## config.mk

```make
export PLATFORM = sky130hd
export DESIGN_NAME = fetch
export DESIGN_NICKNAME = d
export VERILOG_FILES = /design/src/rtl/cpu_pkg.sv /design/src/rtl/fetch_fifo.sv /design/src/rtl/fetch.sv
export SDC_FILE = /design/constraint.sdc
export NUM_CORES = 1
export LEC_CHECK = 0
export ABC_AREA = 1
export ABC_CLOCK_PERIOD_IN_PS = 8750
export BUFFER_PORTS_ARGS = -buffer_cell sky130_fd_sc_hd__buf_2
export CORE_MARGIN = 1
export CORE_UTILIZATION = 63
export CTS_CLUSTER_DIAMETER = 50
export DETAILED_ROUTE_END_ITERATION = 6
export PLACE_DENSITY_LB_ADDON = 0.12
export SLEW_MARGIN = 20
export SYNTH_ARGS = -nofsm -noshare
export SYNTH_HDL_FRONTEND = slang
export SYNTH_SLANG_ARGS = --single-unit
```

## constraint.sdc

```tcl
create_clock -name clk -period 8.75 [get_ports clk]
set_input_delay 0.4375 -clock clk [delete_from_list [all_inputs] [get_ports clk]]
set_output_delay 0.4375 -clock clk [all_outputs]
set_load 0.02 [all_outputs]
```

## src/rtl/cpu_pkg.sv

```systemverilog
// Shared CPU constants and the fetch queue entry type.
package cpu_pkg;

    localparam int XLEN = 32;
    localparam logic [XLEN-1:0] NOP_INSTR = 32'h0000_0013;

    typedef struct packed {
        logic [XLEN-1:0] pc;
        logic [XLEN-1:0] instr;
    } fetch_entry_t;

endpackage

```

## src/rtl/fetch_fifo.sv

```systemverilog
// Show-ahead synchronous FIFO of fetch entries with a single-cycle flush.
// The head entry is visible on the output in the cycle after it is pushed.
module fetch_fifo
    import cpu_pkg::*;
#(
    parameter int DEPTH = 4,
    localparam int CW = $clog2(DEPTH + 1),
    localparam int PW = (DEPTH > 1) ? $clog2(DEPTH) : 1
) (
    input  logic          clk,
    input  logic          rst,
    input  logic          push,
    input  fetch_entry_t  push_data,
    input  logic          pop,
    input  logic          flush,
    output fetch_entry_t  head,
    output logic [CW-1:0] count,
    output logic          full,
    output logic          empty
);

    fetch_entry_t  mem_q [DEPTH];
    fetch_entry_t  mem_d [DEPTH];
    logic [PW-1:0] rd_ptr_q, rd_ptr_d;
    logic [PW-1:0] wr_ptr_q, wr_ptr_d;
    logic [CW-1:0] count_q, count_d;
    logic          push_ok;
    logic          pop_ok;

    function automatic logic [PW-1:0] next_ptr(input logic [PW-1:0] p);
        return (p == PW'(DEPTH - 1)) ? '0 : p + PW'(1);
    endfunction

    assign empty = (count_q == '0);
    assign full  = (count_q == CW'(DEPTH));
    assign count = count_q;
    assign head  = mem_q[rd_ptr_q];

    // A full FIFO still accepts a push when a pop frees the head slot in the same cycle.
    assign pop_ok  = pop && !empty;
    assign push_ok = push && (!full || pop_ok);

    always_comb begin
        mem_d    = mem_q;
        rd_ptr_d = rd_ptr_q;
        wr_ptr_d = wr_ptr_q;
        count_d  = count_q;
        if (flush) begin
            rd_ptr_d = '0;
            wr_ptr_d = '0;
            count_d  = '0;
        end else begin
            if (push_ok) begin
                mem_d[wr_ptr_q] = push_data;
                wr_ptr_d        = next_ptr(wr_ptr_q);
            end
            if (pop_ok) begin
                rd_ptr_d = next_ptr(rd_ptr_q);
            end
            count_d = count_q + CW'(push_ok) - CW'(pop_ok);
        end
    end

    always_ff @(posedge clk) begin
        mem_q <= mem_d;
    end

    always_ff @(posedge clk or posedge rst) begin
        if (rst) begin
            rd_ptr_q <= '0;
            wr_ptr_q <= '0;
            count_q  <= '0;
        end else begin
            rd_ptr_q <= rd_ptr_d;
            wr_ptr_q <= wr_ptr_d;
            count_q  <= count_d;
        end
    end

endmodule

```

## src/rtl/fetch.sv

```systemverilog
// Fetch stage: sequential PC generation, credit-limited in-order imem requests,
// and a show-ahead instruction queue presented to decode.
module fetch
    import cpu_pkg::*;
#(
    parameter logic [XLEN-1:0] RESET_PC  = 32'h0000_0000,
    parameter int              QDEPTH    = 4,
    parameter int              MAX_OUTST = 2
) (
    input  logic            clk,
    input  logic            rst,
    output logic            ftch_imem_req,
    output logic [XLEN-1:0] ftch_imem_addr,
    input  logic            imem_ftch_gnt,
    input  logic            imem_ftch_rvalid,
    input  logic [XLEN-1:0] imem_ftch_rdata,
    input  logic            exec_ftch_redirect,
    input  logic [XLEN-1:0] exec_ftch_target,
    input  logic            dec_ftch_stall,
    output logic            ftch_dec_valid,
    output logic [XLEN-1:0] ftch_dec_instr,
    output logic [XLEN-1:0] ftch_dec_pc
);

    localparam int OW  = $clog2(MAX_OUTST + 1);
    localparam int QCW = $clog2(QDEPTH + 1);
    localparam int SCW = $clog2(MAX_OUTST + 1);

    logic [XLEN-1:0] pc_q, pc_d;
    logic [OW-1:0]   outst_q, outst_d;
    logic [OW-1:0]   drop_q, drop_d;

    logic            imem_req;
    logic            grant;
    logic            resp_drop;
    logic            resp_take;
    int              in_flight;
    int              queued;

    logic            q_push, q_pop, q_flush;
    fetch_entry_t    q_push_data, q_head;
    logic [QCW-1:0]  q_count;
    logic            q_full, q_empty;

    logic            s_push, s_pop, s_flush;
    fetch_entry_t    s_push_data, s_head;
    logic [SCW-1:0]  s_count;
    logic            s_full, s_empty;
    logic            unused_shadow;

    // Credit check: every granted request must be guaranteed a free queue slot when it returns.
    always_comb begin
        in_flight = int'(outst_q) + int'(drop_q);
        queued    = int'(q_count) + int'(outst_q);
        imem_req  = !rst && !exec_ftch_redirect && !q_full &&
                    (in_flight < MAX_OUTST) && (queued < QDEPTH);
    end

    assign grant     = imem_req && imem_ftch_gnt;
    assign resp_drop = imem_ftch_rvalid && (drop_q != '0);
    assign resp_take = imem_ftch_rvalid && (drop_q == '0) && !s_empty;

    always_comb begin
        pc_d    = pc_q;
        outst_d = outst_q;
        drop_d  = drop_q;
        q_flush = 1'b0;
        q_push  = 1'b0;
        q_pop   = 1'b0;
        s_flush = 1'b0;
        s_push  = 1'b0;
        s_pop   = 1'b0;
        if (exec_ftch_redirect) begin
            pc_d    = {exec_ftch_target[XLEN-1:2], 2'b00};
            outst_d = '0;
            // Everything still in flight turns into a drop, less the response landing right now.
            drop_d  = drop_q + outst_q - OW'(resp_drop || resp_take);
            q_flush = 1'b1;
            s_flush = 1'b1;
        end else begin
            if (grant) begin
                pc_d = pc_q + XLEN'(4);
            end
            outst_d = outst_q + OW'(grant) - OW'(resp_take);
            drop_d  = drop_q - OW'(resp_drop);
            q_push  = resp_take;
            q_pop   = ftch_dec_valid && !dec_ftch_stall;
            s_push  = grant;
            s_pop   = resp_take;
        end
    end

    assign q_push_data = '{pc: s_head.pc, instr: imem_ftch_rdata};
    assign s_push_data = '{pc: pc_q, instr: NOP_INSTR};

    fetch_fifo #(.DEPTH(QDEPTH)) u_instr_q (
        .clk       (clk),
        .rst       (rst),
        .push      (q_push),
        .push_data (q_push_data),
        .pop       (q_pop),
        .flush     (q_flush),
        .head      (q_head),
        .count     (q_count),
        .full      (q_full),
        .empty     (q_empty)
    );

    fetch_fifo #(.DEPTH(MAX_OUTST)) u_pc_shadow (
        .clk       (clk),
        .rst       (rst),
        .push      (s_push),
        .push_data (s_push_data),
        .pop       (s_pop),
        .flush     (s_flush),
        .head      (s_head),
        .count     (s_count),
        .full      (s_full),
        .empty     (s_empty)
    );

    assign unused_shadow = ^{s_head.instr, s_count, s_full};

    assign ftch_imem_req  = imem_req;
    assign ftch_imem_addr = pc_q;
    assign ftch_dec_valid = !q_empty;
    assign ftch_dec_instr = q_empty ? NOP_INSTR : q_head.instr;
    assign ftch_dec_pc    = q_empty ? '0 : q_head.pc;

    always_ff @(posedge clk or posedge rst) begin
        if (rst) begin
            pc_q    <= RESET_PC;
            outst_q <= '0;
            drop_q  <= '0;
        end else begin
            pc_q    <= pc_d;
            outst_q <= outst_d;
            drop_q  <= drop_d;
        end
    end

endmodule

```

# Yosys cells after proc, flatten, opt, wreduce, memory -nomap -nowiden
# Cells that the tools add are included.
totals:
  ff_bits: 431
  in_bits: 70
  output_inout_bits: 98
  wordCells: 126
classes:
  add_sub_neg: 16
  n_lt_le_gt_ge: 8
  n_eq_ne: 4
  mux: 36
  bitwise: 5
  n_reduce_logical: 36
op_table:
  columns: ["operator", "count"]
  rows:
  - ["2-to-1 mux 64 bit", 7]
  - ["bitwise mux 256 bit", 1]
  - ["binary-select mux 64 bit (select 2 bit)", 1]
  - ["bitwise mux 128 bit", 1]
  - ["demux 64 bit (select 2 bit)", 1]
  - ["2-to-1 mux 32 bit", 4]
  - ["demux 64 bit (select 1 bit)", 1]
  - ["adder 32 x 3 -> 32 bit (second input constant)", 1]
  - ["2-to-1 mux 2 bit", 9]
  - ["logical AND 1 bit", 15]
  - ["nonzero test 2 bit", 6]
  - ["2-to-1 mux 1 bit", 10]
  - ["subtractor 2 x 1 -> 2 bit", 4]
  - ["logical NOT 1 bit", 7]
  - ["== test 2 bit (second input constant)", 3]
  - [">= comparator 3 bit (second input constant)", 2]
  - ["NOT 2 -> 3 bit", 2]
  - ["adder 2 x 1 -> 2 bit", 2]
  - ["adder 2 x 1 -> 2 bit (second input constant)", 2]
  - ["adder 3 x 2 -> 4 bit", 1]
  - [">= comparator 2 bit (second input constant)", 2]
  - ["logical NOT 2 bit", 2]
  - ["< comparator 4 x 3 -> 1 bit (second input constant)", 1]
  - ["NOT 1 -> 2 bit", 2]
  - ["14 further kinds", 18]

# Longest topological paths before layout
depth:
  word_depth: 11
  ltp_mapped: 13
  ltp_nobuf: 13

# Hierarchy
# From an unflattened synthesis, not the netlist that was laid out.
hier_totals:
  cells_unflattened: 1609
  hier_area_um2: 18202.5
modules_own_cells:
  columns: ["mod", "instances", "cells_per_inst", "area_per_inst_um2", "seq_area_each_um2"]
  rows:
  - ["fetch_fifo at u_instr_q", 1, 681, 9998.3, 7862.5]
  - ["fetch_fifo at u_pc_shadow", 1, 374, 4944.7, 3943.8]
  - ["fetch", 1, 554, 3259.4, 850.8]

# Least setup slack after synthesis
# No wires, ideal clock.
synth_timing:
  path_type: "reg2reg"
  start: "register drop_q[1]"
  end: "register u_instr_q.mem_q[0] (netlist bit), enable pin"
  setup_time_ns: 0.482
  arrival_time_ns: 3.625
  path_slack_ns: 4.643
  path_stages_with_launch: 6
  n_path_buf: 0
  period_less_slack_ns: 4.107
  cell_sequence: "dfrtp_1 -> nor2_1 -> nand3_1 -> nor2_1 -> nand2_1 -> nor2_1"
synth_between:
  elab_chain_len: 6
synth_rtl:
  columns: ["element", "line_no", "rtl"]
  rows:
  - ["start: declaration", "fetch.sv:31", "logic [OW-1:0] drop_q, drop_d;"]
  - ["start signal: assignment", "fetch.sv:138", "drop_q <= drop_d;"]
  - ["logical NOT 2 bit", "fetch.sv:61", "assign resp_take = imem_ftch_rvalid && (drop_q == '0) && !s_empty;"]
  - ["logical AND 1 bit (2 in a row)", "fetch.sv:61", null]
  - ["2-to-1 mux 1 bit", "fetch.sv:73", "if (exec_ftch_redirect) begin"]
  - ["logical AND 1 bit", "fetch_fifo.sv:41", "assign push_ok = push && (!full || pop_ok);"]
  - ["AND reduction 2 bit (no line)", null, null]
  - ["end signal: assignment", "fetch_fifo.sv:65", "mem_q <= mem_d;"]
  - ["end: declaration", "fetch_fifo.sv:22", "fetch_entry_t mem_q [DEPTH];"]
# No other way between the ends.
# A chain may end at the register's enable or synchronous reset.

# Worst setup path after layout
layout_timing:
  start: "register u_instr_q.rd_ptr_q[0]"
  end: "output ftch_dec_instr[1]"
layout_between:
  elab_chain_len: 5
layout_rtl:
  columns: ["element", "line_no", "rtl"]
  rows:
  - ["start: declaration", "fetch_fifo.sv:24", "logic [PW-1:0] rd_ptr_q, rd_ptr_d;"]
  - ["start signal: assignment", "fetch_fifo.sv:74", "rd_ptr_q <= rd_ptr_d;"]
  - ["NOT 2 -> 3 bit (not written as such)", "fetch_fifo.sv:37", "assign head = mem_q[rd_ptr_q];"]
  - ["binary-select mux 64 bit (select 2 bit)", "fetch_fifo.sv:37", null]
  - ["2-to-1 mux 64 bit (not written as such) (2 in a row)", "fetch_fifo.sv:37", null]
  - ["2-to-1 mux 32 bit", "fetch.sv:127", "assign ftch_dec_instr = q_empty ? NOP_INSTR : q_head.instr;"]
  - ["end: declaration", "fetch.sv:21", "output logic [XLEN-1:0] ftch_dec_instr,"]
# No other way between the ends. The select of a mux whose other input is x is not followed.

==> flow_summary.html <==
<table>
<tr><th>Metric</th><th>Value</th></tr>
<tr><th colspan="2">Outcome</th></tr>
<tr><td>Status</td><td>complete, but fails checks</td></tr>
<tr><td>Violated checks</td><td>DRC</td></tr>
<tr><th colspan="2">Yosys</th></tr>
<tr><td>Warning count from the yosys run</td><td>0</td></tr>
<tr><td>Cell type with the highest aggregate area in the netlist</td><td>edfxtp_1</td></tr>
<tr><td>Mux share of post-synthesis cell area</td><td>0</td></tr>
<tr><td>Library cell with the highest instance count after synthesis</td><td>edfxtp_1</td></tr>
<tr><td>Synth cell types</td><td>38</td></tr>
<tr><td>Adder-cell share of the synthesized area</td><td>0.0160</td></tr>
<tr><td>Area fraction of the dominant cell type after synthesis</td><td>0.615</td></tr>
<tr><td>Post-Synthesis Cell Area</td><td>15000 um^2</td></tr>
<tr><td>Post-synth EDFFs</td><td>308</td></tr>
<tr><td>Async S/R FF share, synth</td><td>0.127</td></tr>
<tr><td>Most instantiated cells after synthesis</td><td>edfxtp_1, nor2_1, nand2_1, o21ai_0, a21oi_1</td></tr>
<tr><td>Number of synthesized register bits</td><td>353</td></tr>
<tr><td>Average size of a mapped cell</td><td>10.9 um^2</td></tr>
<tr><td>Main combinational cell family by area after synthesis</td><td>simple AND/OR/NAND/NOR gates</td></tr>
<tr><td>Sequential element share of the synthesized area</td><td>0.690</td></tr>
<tr><td>Largest cells by area after synthesis</td><td>edfxtp_1, nor2_1, dfrtp_1, nand2_1, o21ai_0</td></tr>
<tr><td>Compound-cell area share of the yosys netlist</td><td>0.0681</td></tr>
<tr><td>Top flip-flop cell by instance count after synthesis</td><td>edfxtp_1</td></tr>
<tr><td>Synth Instances</td><td>1382</td></tr>
<tr><td>Area share of and/or/nand/nor cells after synthesis</td><td>0.178</td></tr>
<tr><td>Synthesized-area fraction occupied by xor and xnor cells</td><td>0.0116</td></tr>
<tr><th colspan="2">Worst setup path</th></tr>
<tr><td>Element type at the critical path end</td><td>output port</td></tr>
<tr><td>Highest net fanout along the worst path</td><td>76</td></tr>
<tr><td>Startpoint Class</td><td>flip-flop</td></tr>
<tr><td>WP data required</td><td>8.31 ns</td></tr>
<tr><td>Critical path start-end classification</td><td>reg -&gt; out</td></tr>
<tr><td>Arrival time at the worst endpoint</td><td>3.48 ns</td></tr>
<tr><th colspan="2">Drt</th></tr>
<tr><td>Number of iterations in the first detailed-routing pass</td><td>7</td></tr>
<tr><td>Number of antenna-violating nets in the routed design</td><td>0</td></tr>
<tr><td>Routed wire per std cell</td><td>16.2 um</td></tr>
<tr><td>Number of remaining DRC errors</td><td>1</td></tr>
<tr><td>Via total after detailed routing</td><td>10100</td></tr>
<tr><td>Via-to-Cell Ratio</td><td>5.39</td></tr>
<tr><td>Final wirelength</td><td>30400 um</td></tr>
<tr><td>DR iter-0 viols</td><td>720</td></tr>
<tr><th colspan="2">Power</th></tr>
<tr><td>Sw Pwr</td><td>1.53 mW</td></tr>
<tr><td>Design internal power</td><td>3.20 mW</td></tr>
<tr><td>Static leakage power</td><td>6.83 nW</td></tr>
<tr><td>Clock power frac</td><td>0.332</td></tr>
<tr><td>Ratio of total power to cell area</td><td>273 nW/um^2</td></tr>
<tr><td>Relative contribution of sequential cells to total power</td><td>0.430</td></tr>
<tr><td>Fraction of power spent switching nets</td><td>0.323</td></tr>
<tr><td>Largest voltage drop on the vdd net</td><td>0.178 mV</td></tr>
<tr><td>Part of the power in combinational logic</td><td>0.238</td></tr>
<tr><th colspan="2">STA</th></tr>
<tr><td>Setup repair after global routing missed its margin</td><td>false</td></tr>
<tr><td>Total count of max-transition violations in the final report</td><td>0</td></tr>
<tr><td>Highest achievable clock rate</td><td>255 MHz</td></tr>
<tr><td>Final Cycle Share</td><td>0.448</td></tr>
<tr><td>Final Skew</td><td>0.0118 ns</td></tr>
<tr><td>Worst slew slack as a fraction of its limit</td><td>0.360</td></tr>
<tr><td>Min Tclk post-route</td><td>3.92 ns</td></tr>
<tr><td>Slew at the pin closest to its max-slew limit</td><td>0.959 ns</td></tr>
<tr><td>Setup Viol. Count Final</td><td>0</td></tr>
<tr><td>Sum Neg Setup Slack</td><td>0 ns</td></tr>
<tr><td>Final number of hold-violating endpoints</td><td>0</td></tr>
<tr><th colspan="2">GRT</th></tr>
<tr><td>Number of global-route vias before repair</td><td>9474</td></tr>
<tr><td>Met3 Track Usage GR</td><td>0.0366</td></tr>
<tr><td>Total grt overflow</td><td>0</td></tr>
<tr><td>GR Util met1</td><td>0.324</td></tr>
<tr><td>Initial antenna violation count</td><td>0</td></tr>
<tr><td>Maximum number of pins on one net before global-route repair</td><td>83</td></tr>
<tr><td>Global-route wire length before repair</td><td>47200 um</td></tr>
<tr><td>GR Util met2</td><td>0.436</td></tr>
<tr><td>Tot GR Track Use</td><td>0.250</td></tr>
<tr><td>GR peak layer</td><td>met2</td></tr>
<tr><th colspan="2">Placed design</th></tr>
<tr><td>Final Wtd Congestion</td><td>0.895</td></tr>
<tr><td>Number of placed instances, taps included</td><td>1811</td></tr>
<tr><td>Placed wire-length estimate</td><td>17200 um</td></tr>
<tr><td>Count of input and output buffers</td><td>161</td></tr>
<tr><th colspan="2">CTS</th></tr>
<tr><td>Root cell of the clock tree</td><td>clkbuf_16</td></tr>
<tr><td>Clock net sink count</td><td>353</td></tr>
<tr><td>Deepest level of the CTS H-tree</td><td>2</td></tr>
<tr><td>CTS tree</td><td>done</td></tr>
<tr><td>Clock-pin slew reported for the worst setup and hold paths after clock tree synthesis</td><td>0.06 ns</td></tr>
<tr><td>Hold_buf cts</td><td>0</td></tr>
<tr><td>Cts bufs inserted</td><td>38</td></tr>
<tr><td>Number of setup buffers added after CTS</td><td>0</td></tr>
<tr><td>Count of cells resized by post-cts repair</td><td>0</td></tr>
<tr><td>Source-to-sink clock delay at the later pin of the worst-skew pair</td><td>0.51 ns</td></tr>
<tr><td>Buffer depth of the longest clock path</td><td>3</td></tr>
<tr><th colspan="2">Floorplan</th></tr>
<tr><td>Top Ports</td><td>168</td></tr>
<tr><td>Die area</td><td>24500 um^2</td></tr>
<tr><td>Number of core rows</td><td>56</td></tr>
<tr><td>Initial standard-cell utilization of the core</td><td>0.641</td></tr>
<tr><td>Die outline height</td><td>157 um</td></tr>
<tr><td>Die X-Extent</td><td>157 um</td></tr>
<tr><td>Core Box Area</td><td>23500 um^2</td></tr>
<tr><th colspan="2">Run</th></tr>
<tr><td>Maximum capacitance violations</td><td>0</td></tr>
<tr><th colspan="2">Cells and area</th></tr>
<tr><td>Count of filler cells inserted in the layout</td><td>1600</td></tr>
<tr><td>Number of nets in the layout</td><td>1620</td></tr>
<tr><td>Area growth, synth to finish</td><td>15.3%</td></tr>
<tr><td>Post-route non-filler standard cell count</td><td>1881</td></tr>
<tr><td>Count of inserted antenna diode cells</td><td>0</td></tr>
<tr><td>Share of cells above drive strength 1</td><td>0.166</td></tr>
<tr><th colspan="2">Min path</th></tr>
<tr><td>Class of the tightest hold or removal check</td><td>in -&gt; async</td></tr>
</table>
[worst max-delay path, stage by stage (launching register included)]
cell,delay (ns)
dfrtp_4,0.74
clkinv_2,0.86
buf_4,0.59
nor2_1,0.15
nor2_1,0.04
o21ai_0,0.10
o311ai_0,0.19
buf_2,0.23
[state kept, by name (all words and copies together) (netlist names)]
signal,cells
ftch_imem_addr,30
outst_q,2
u_pc_shadow.count,2
u_instr_q.count,3
drop_q,2
u_pc_shadow.mem_q,60
u_instr_q.rd_ptr_q,2
u_instr_q.wr_ptr_q,2
u_pc_shadow.rd_ptr_q,1
u_pc_shadow.wr_ptr_q,1
u_instr_q.mem_q,248
[cells in the final DEF, fill, tap and decap left out, types with 2 or more instances in the layout]
master and instances:
clkinv_4 3, bufinv_16 3, buf_4 13, o21bai_1 3, nor2_1 302, nand4_1 3
a21oi_1 62, nor3_1 3, edfxtp_1 308, clkinv_1 11, nor2_4 7, conb_1 4
nor2_2 8, nand2_1 268, xor2_1 10, o311ai_0 3, clkbuf_16 41, dfrtp_1 43
xnor2_1 10, nand3b_1 6, buf_2 161, ha_1 16, clkbuf_1 6, inv_2 3
o21ai_0 129, nand2_2 3, clkinv_2 5, nand3_1 54, inv_1 55, fa_1 2
inv_6 3
[metrics by stage]
step	util	hold WS [ns]	cell area (um^2)	setup slack (ns)	total power, mW
2_1_floorplan	-	0.471	15100	4.64	2.81
3_3_place_gp	0.685	0.485	16100	5.44	3.17
3_5_place_dp	0.685	0.491	16100	5.34	3.20
4_1_cts	0.739	0.112	17300	4.85	4.76
5_1_grt	0.739	0.127	17300	4.57	4.95
6_report	0.739	0.0940	17300	4.83	4.73
[kinds of logic after synthesis]
family                   count (synthesis)
AND/OR/NAND/NOR                        661
flip-flops                             353
AO/OA/AOI/OAI                          200
buffers and inverters                  129
XOR/XNOR                                20
adder cells (fa/ha/maj)                 18
other                                    1
[final cells by class]
type | count | area [um^2] | share of cell area
clock buffer | 47 | 1050 | 0.0604
tap | 319 | 399 | 0.0230
timing repair buffer | 174 | 903 | 0.0521
clock inverter | 23 | 211 | 0.0122
multi-input combinational | 903 | 4170 | 0.240
inverter | 62 | 234 | 0.0135
sequential | 353 | 10400 | 0.598
[worst paths after layout]
check / start / to / slack, ns / depth (start not counted)
setup reg to reg: u_instr_q.count[1] / u_instr_q.count[2] / 5.38 / 14
max in group asynchronous: rst / u_instr_q.rd_ptr_q[0] / 8.20 / 3
setup / recovery: u_instr_q.rd_ptr_q[0] / ftch_dec_instr[1] / 4.83 / 7
min in group clk: exec_ftch_target[12] / ftch_imem_addr[12] / 0.14 / 3
hold / removal: rst / outst_q[1] / 0.09 / 3
hold reg to reg: u_pc_shadow.wr_ptr_q / u_pc_shadow.wr_ptr_q / 0.50 / 2
[per-layer routing]
| layer | share of wire | up-vias | wire [um] |
|---|---|---|---|
| met3 | 0.059 | 50 | 1790 |
| met2 | 0.50 | 347 | 15200 |
| met4 | 0.022 | 0 | 669 |
| met5 | 0 | - | 0 |
| met1 | 0.42 | 4759 | 12700 |
| li1 | - | 4987 | - |
[power by group through the flow]
stage	Combinational (mW)	Clock, mW	Sequential (mW)
after floorplan	0.765	0	2.05
after global placement	1.11	0	2.06
after detailed placement	1.13	0	2.07
after CTS	1.14	1.59	2.03
after global routing	1.24	1.66	2.04
final	1.13	1.57	2.04
(Power assumes the default switching activity.)
